$ cat src/rtl/sr_drive_ctrl_if.sv
// rtl/sr_drive_ctrl_if.sv - target handshake and SR flop-bank drive/readback bundle
interface sr_drive_ctrl_if #(parameter int N = 4);
    logic         tgt_valid;
    logic [N-1:0] tgt_data;
    logic         tgt_ready;
    logic [N-1:0] S;
    logic [N-1:0] R;
    logic [N-1:0] q_fb;
    logic         done;
    logic         err;
    logic [N-1:0] err_mask;

    modport master (
        output tgt_valid, tgt_data, q_fb,
        input  tgt_ready, S, R, done, err, err_mask
    );

    modport slave (
        input  tgt_valid, tgt_data, q_fb,
        output tgt_ready, S, R, done, err, err_mask
    );
endinterface

$ cat src/rtl/sr_drive_ctrl.sv
// rtl/sr_drive_ctrl.sv - drives an SR flop bank to a target word and verifies the readback
module sr_drive_ctrl #(
    parameter int N    = 4,
    parameter int HOLD = 2
) (
    input  logic          clk,
    input  logic          rst,
    sr_drive_ctrl_if.slave bus
);
    typedef enum logic [1:0] {IDLE, DRIVE, CHECK} state_t;

    localparam logic [3:0] HOLD_LAST = 4'(HOLD - 1);

    state_t       state;
    state_t       state_next;
    logic [3:0]   cnt;
    logic [N-1:0] tgt_q;
    logic [N-1:0] shadow;
    logic         shadow_vld;
    logic         done_q;
    logic         err_q;
    logic [N-1:0] err_mask_q;
    logic [N-1:0] mism;

    assign mism = bus.q_fb ^ tgt_q;

    always_ff @(posedge clk) begin
        if (rst) begin
            state <= IDLE;
        end else begin
            state <= state_next;
        end
    end

    always_comb begin
        state_next = state;
        case (state)
            IDLE:    if (bus.tgt_valid) state_next = DRIVE;
            DRIVE:   if (cnt == HOLD_LAST) state_next = CHECK;
            CHECK:   state_next = IDLE;
            default: state_next = IDLE;
        endcase
    end

    // Only bits that differ from the last written word are excited, unless
    // the bank content is unknown since reset, in which case every bit is forced.
    always_comb begin
        bus.tgt_ready = (state == IDLE);
        bus.S         = '0;
        bus.R         = '0;
        if (state == DRIVE) begin
            if (shadow_vld) begin
                bus.S = tgt_q & ~shadow;
                bus.R = ~tgt_q & shadow;
            end else begin
                bus.S = tgt_q;
                bus.R = ~tgt_q;
            end
        end
    end

    always_ff @(posedge clk) begin
        if (rst) begin
            cnt        <= '0;
            tgt_q      <= '0;
            shadow     <= '0;
            shadow_vld <= 1'b0;
            done_q     <= 1'b0;
            err_q      <= 1'b0;
            err_mask_q <= '0;
        end else begin
            done_q     <= 1'b0;
            err_q      <= 1'b0;
            err_mask_q <= '0;
            case (state)
                IDLE: begin
                    if (bus.tgt_valid) begin
                        tgt_q <= bus.tgt_data;
                        cnt   <= '0;
                    end
                end
                DRIVE: begin
                    cnt <= (cnt == HOLD_LAST) ? 4'd0 : cnt + 4'd1;
                end
                CHECK: begin
                    done_q     <= 1'b1;
                    err_q      <= |mism;
                    err_mask_q <= mism;
                    shadow     <= tgt_q;
                    shadow_vld <= 1'b1;
                end
                default: ;
            endcase
        end
    end

    assign bus.done     = done_q;
    assign bus.err      = err_q;
    assign bus.err_mask = err_mask_q;
endmodule

$ cat src/flat_wrapper.sv
// flat-port wrapper written by rule: the top's interface ports become plain ports
module sr_drive_ctrl_flat 
#(
    parameter int N    = 4,
    parameter int HOLD = 2
)
  (clk, rst, bus_tgt_valid, bus_tgt_data, bus_q_fb, bus_tgt_ready, bus_S, bus_R, bus_done, bus_err, bus_err_mask);
  sr_drive_ctrl_if #(.N(N)) bus_i ();
  input  logic clk;
  input  logic rst;
  input wire logic [$bits(bus_i.tgt_valid)-1:0] bus_tgt_valid;
  input wire logic [$bits(bus_i.tgt_data)-1:0] bus_tgt_data;
  input wire logic [$bits(bus_i.q_fb)-1:0] bus_q_fb;
  output wire logic [$bits(bus_i.tgt_ready)-1:0] bus_tgt_ready;
  output wire logic [$bits(bus_i.S)-1:0] bus_S;
  output wire logic [$bits(bus_i.R)-1:0] bus_R;
  output wire logic [$bits(bus_i.done)-1:0] bus_done;
  output wire logic [$bits(bus_i.err)-1:0] bus_err;
  output wire logic [$bits(bus_i.err_mask)-1:0] bus_err_mask;
  assign bus_i.tgt_valid = bus_tgt_valid;
  assign bus_i.tgt_data = bus_tgt_data;
  assign bus_i.q_fb = bus_q_fb;
  assign bus_tgt_ready = bus_i.tgt_ready;
  assign bus_S = bus_i.S;
  assign bus_R = bus_i.R;
  assign bus_done = bus_i.done;
  assign bus_err = bus_i.err;
  assign bus_err_mask = bus_i.err_mask;
  sr_drive_ctrl #(.N(N), .HOLD(HOLD)) u_core (.clk(clk), .rst(rst), .bus(bus_i));
endmodule
$ cat config.mk
export PLATFORM = sky130hd
export DESIGN_NAME = sr_drive_ctrl_flat
export DESIGN_NICKNAME = d
export VERILOG_FILES = /design/src/rtl/sr_drive_ctrl_if.sv /design/src/rtl/sr_drive_ctrl.sv /design/src/flat_wrapper.sv
export SDC_FILE = /design/constraint.sdc
export NUM_CORES = 1
export LEC_CHECK = 0
export CAP_MARGIN = 10
export CORE_AREA = 2 2 50 52
export CTS_CLUSTER_DIAMETER = 120
export CTS_CLUSTER_SIZE = 8
export DETAILED_ROUTE_END_ITERATION = 8
export DIE_AREA = 0 0 52 54
export PLACE_DENSITY = 0.77
export REMOVE_ABC_BUFFERS = 1
export SETUP_SLACK_MARGIN = 0.05
export SYNTH_ARGS = -nofsm -noshare
export SYNTH_HDL_FRONTEND = slang
export SYNTH_SLANG_ARGS = --single-unit
$ cat constraint.sdc
create_clock -name clk -period 1.3 [get_ports clk]
set_clock_uncertainty 0.1 [all_clocks]
set_input_delay 0.26 -clock clk [delete_from_list [all_inputs] [get_ports clk]]
set_output_delay 0.26 -clock clk [all_outputs]
set_load 0.005 [all_outputs]
### After elaboration in Yosys (flattened, before gate mapping)

Cells that the tools add are included.

* register bits: 21
* word-level logic and storage cells: 38

* add/sub/neg operators: 1
* eq/ne operators: 5
* multiplexer cells: 11
* bitwise operators: 6
* reduce and logical (&&, ||, !) cells: 7

Operators by type and width (count)
* 2-to-1 mux 4 bit: 6
* AND 4 bit: 2
* NOT 4 bit: 2
* case mux 4 bit (2 select lines): 1
* AND reduction 2 bit: 3
* adder 4 x 1 -> 4 bit, second input constant: 1
* == test 4 x 1 -> 1 bit, second input constant: 1
* 2-to-1 mux 2 bit: 2
* != test 2 bit, second input constant: 2
* case mux 2 bit (2 select lines): 1
* OR reduction 4 bit: 1
* bitwise XOR 4 bit: 1
* == test 2 x 1 -> 1 bit, second input constant: 1
* == test 2 bit, second input constant: 1
* logical NOT 2 bit: 1
* nonzero test 2 bit: 1
* OR reduction 2 bit: 1
* 2-to-1 mux 1 bit: 1
* NOT 1 bit: 1

### Longest topological paths before layout

* depth in word-level cells: 4
* mapped depth: 5
* mapped depth without buffers: 5

### Least setup slack after synthesis

No wires, ideal clock.

* path kind: register to register
* start point: register u_core.cnt[0]
* end point: register u_core.cnt[0]
* arrival time: 1.093 ns
* slack: -0.020 ns
* cell stages (with the launch flop): 5
* buffers on the path: 0
* clock period less this slack: 1.320 ns
* cells stage by stage: dfxtp_1 ha_1 or3b_1 a21oi_1 a211oi_1

* word-level cells in the longest chain between the ends: 3
* elaborated cells on any way between the ends: 4

Ends and longest elaborated chain
* start: declaration: RTL line sr_drive_ctrl.sv:16 `logic [3:0] cnt;`
* start signal: assignment: RTL line sr_drive_ctrl.sv:83 `cnt <= (cnt == HOLD_LAST) ? 4'd0 : cnt + 4'd1;`
* adder 4 x 1 -> 4 bit / == test 4 x 1 -> 1 bit (equally long branches): RTL line sr_drive_ctrl.sv:83
* 2-to-1 mux 4 bit *: RTL line sr_drive_ctrl.sv:83
* case mux 4 bit (2 select lines) *: RTL line sr_drive_ctrl.sv:75 `case (state)`

Every way passes the cells marked *; elsewhere a longest branch is shown, timed or not.
A chain may end at the register's enable or synchronous reset.

### Worst setup path in the final report

* start point: register u_core.state[1]
* end point: output port bus_S[2]

* word-level cells in the longest chain between the ends: 2

Ends and longest elaborated chain
* start: declaration: RTL line sr_drive_ctrl.sv:14 `state_t state;`
* start signal: assignment: RTL line sr_drive_ctrl.sv:31 `state <= state_next;`
* == test 2 x 1 -> 1 bit: RTL line sr_drive_ctrl.sv:51 `if (state == DRIVE) begin`
* 2-to-1 mux 4 bit: RTL line sr_drive_ctrl.sv:51
* end: declaration: RTL line flat_wrapper.sv:15 `output wire logic [$bits(bus_i.S)-1:0] bus_S;`

No other way between the ends.

==> metrics <==
WL final=2470 µm; Worst Hold End=u_core.cnt[3]; fmax=600 MHz; Synth top area share=0.467; All-Layer GR Usage=0.180; hold buffers post-CTS=0; Yosys reg bits=21; DIE AREA=2810 µm²; register-to-register setup slack=-0.15 ns; Worst Hold Class=flip-flop to flip-flop; hold depth=2; Required @ worst endpoint=0.94 ns; Fillers=203; via count=892; Post-Layout Cell Count=175; Clock Tree Buf Depth=2; status=finished, violations left; Critical Path Fanout Max=3; final setup vio count=19; pre-CTS setup slack=-0.426 ns; clk sinks=21; core area=2320 µm²; GPL Wtd Cong=0.757; Tot Pwr=1360 µW; CTS tree=done; max_cap viols=0; dpl cells=163; final worst path period need=1.67 ns; crit start category=flip-flop; critical path's most frequent cell=buf_6; Final #Nets=159; Area Growth Syn to Fin=62.3%; grt met3 use=0.0250; Reg-to-Reg End=u_core.tgt_q[2]; final worst setup slack=-0.366 ns; CTS buffer count=3; vias per std cell=5.10; multi-input logic area=546 µm²; WL/cell=14.1 µm; Peak VDD IR=609 µV; # IOs=26; mean post-synth cell area=9.18 µm²; Syn. warnings=0; slowest CP cell=dfxtp_2; Worst R2R Start=u_core.state[1]; CTS root buf=clkbuf_4; area leader, netlist=dfxtp_1; cell count after synthesis=98; largest stage delay on the critical path=0.37 ns; HP Start=u_core.cnt[3]; Slew @ Worst Pin=0.194 ns; critical path class=flip-flop to output pin; initial antenna violation count=0; total grt overflow=0; die width=52 µm; Yosys cell types=27; asr flop ratio synth=0; vias in the first global route=806; worst r2r path cells=6; Starting Density=0.388; met1 Use GR=0.225; fin. max-slew vios=0; met2 GRT Util=0.308; crit path DAT=1.31 ns; cell area power density=933 nW/µm²; P_leak=0.000649 µW; CP cell instances=and2b_2 -> buf_6 -> and3_4 -> buf_6; RSZ-0062 raised after global routing=yes; CP Capture Type=output pin; endpoints failing hold=0; Synth Flop Type=dfxtp_1; Sequential Area=424 µm²; count of flip-flops with a built-in enable after synthesis=0; Post-Syn Area=900 µm²; HPWL after DPL=1600 µm; antenna cells=0; DRT iter0 DRCs=21; H-tree depth=1; Seq/Total Area, Yosys=0.467; relative slew slack=0.867; period utilization=1.28; DRC Markers=0; most used routing layer=met2; Routed Antenna Nets=0; Area contributors post-synth=dfxtp_1, mux2i_1, nor2_1, xnor2_1, and3_1; failing checks=negative setup slack; global-route wire length before repair=3620 µm; die extent in y=54 µm; FP Rows=18; clk_lat worst skew=0.31 ns; largest net degree at the start of global routing=14; number of port buffers=25; share of layout cells above drive strength 1=0.407; clk slew on worst S/H paths=0.12 ns; Detailed Routing Iterations Pass 1=4
-- state kept, by name (all words and copies together) (netlist names) --
name and flops:
u_core.bus.done 1, u_core.bus.err_mask 4, u_core.bus.err 1, u_core.cnt 4, u_core.shadow_vld 1, u_core.tgt_q 4
u_core.state 2, u_core.shadow 4
-- per-stage QoR --
| step | hold slack (ns) | utilization | cell area [µm²] | TNS, ns |
|---|---|---|---|---|
| floorplan | 0.229 | - | 882 | -0.0191 |
| global placement | 0.395 | 0.555 | 1290 | -4.38 |
| detailed placement | 0.415 | 0.555 | 1290 | -4.91 |
| CTS | 0.433 | 0.608 | 1410 | -3.29 |
| global route | 0.478 | 0.629 | 1460 | -4.44 |
| finish | 0.445 | 0.629 | 1460 | -3.53 |
-- logic make-up (layout without fill, tap and decap cells) --
kind of cell	after synthesis	after routing	share of synthesized area
DFF	21	21	0.467
muxes	8	8	0.0890
buffers and inverters	9	55	0.0403
AOI/OAI and AO/OA	14	14	0.103
and+or+nand+nor	40	41	0.234
xor gates and xnor gates	4	4	0.0389
adders and majority gates	2	2	0.0278
-- synthesized netlist by cell type (2+ instances only) --
cell      number
nor2_1        18
inv_1          5
xnor2_1        4
buf_2          2
o32ai_1        2
and3_1         4
clkbuf_1       2
nand2_1        6
dfxtp_1       21
nand3_1        2
nand2b_1       3
mux2i_1        8
ha_1           2
a21oi_1        3
o21ai_0        4
-- layout make-up --
class	instances	share of cell area
Clock buffer	3	0.0154
Clock inverter	1	0.00514
Inverter	5	0.0129
Multi-Input combinational cell	69	0.374
Sequential cell	21	0.290
Tap cell	30	0.0257
Timing Repair Buffer	46	0.277
-- timing repair --
item / 4_1_cts / 5_1_grt
pin swaps: 11 / 7
gates cloned: 1 / 0
setup buffers: 5 / 3
gates resized for setup: 64 / 19
setup endpoints to repair: 24 / 30
-- layer usage --
layer  routed length (µm)  up-vias
met5                    0        -
met4                   19        0
met3                  120        2
met2                 1280       33
met1                 1050      426
li1                     -      431
-- how the worst max path moves through the flow --
stage	end	startpoint	slack [ns]	cells past startpoint
after detailed placement	bus_R[2]	u_core.state[1]	-0.43	4
after CTS	bus_S[2]	u_core.state[1]	-0.35	4
final	bus_S[2]	u_core.state[1]	-0.37	4
after global placement	bus_R[2]	u_core.state[1]	-0.37	4
after floorplan	u_core.cnt[0]	u_core.cnt[0]	-0.02	4
after global routing	bus_S[2]	u_core.state[1]	-0.41	4
-- report_power, final --
group          switching, µW  internal, µW
clock network            210           117
registers               17.2           665
logic                    153           200
total                    380           982
-- critical path, delay by kind of cell (launching register included) --
kind	cells	cell delay, ns
simple gates	2	0.41
flops	1	0.37
buf+inv	2	0.23
-- placed cells by master (no fill, tap or decap), drive strengths merged --
master and count:
nor2 18, buf 27, nor3 1, a41oi 1, clkdlybuf4s15 6, nand4 1, o21ai 4, and3 4
clkbuf 6, a211oi 1, inv 5, nand3 2, or3b 1, nand2 6, or3 1, xnor2 4
o32ai 2, nand2b 4, nor3b 1, mux2i 8, ha 2, a21oi 3, a31oi 1, o21ba 1
clkinvlp 1, clkdlybuf4s50 10, dfxtp 21, o21a 1, and2b 2
(Power assumes the default switching activity.)
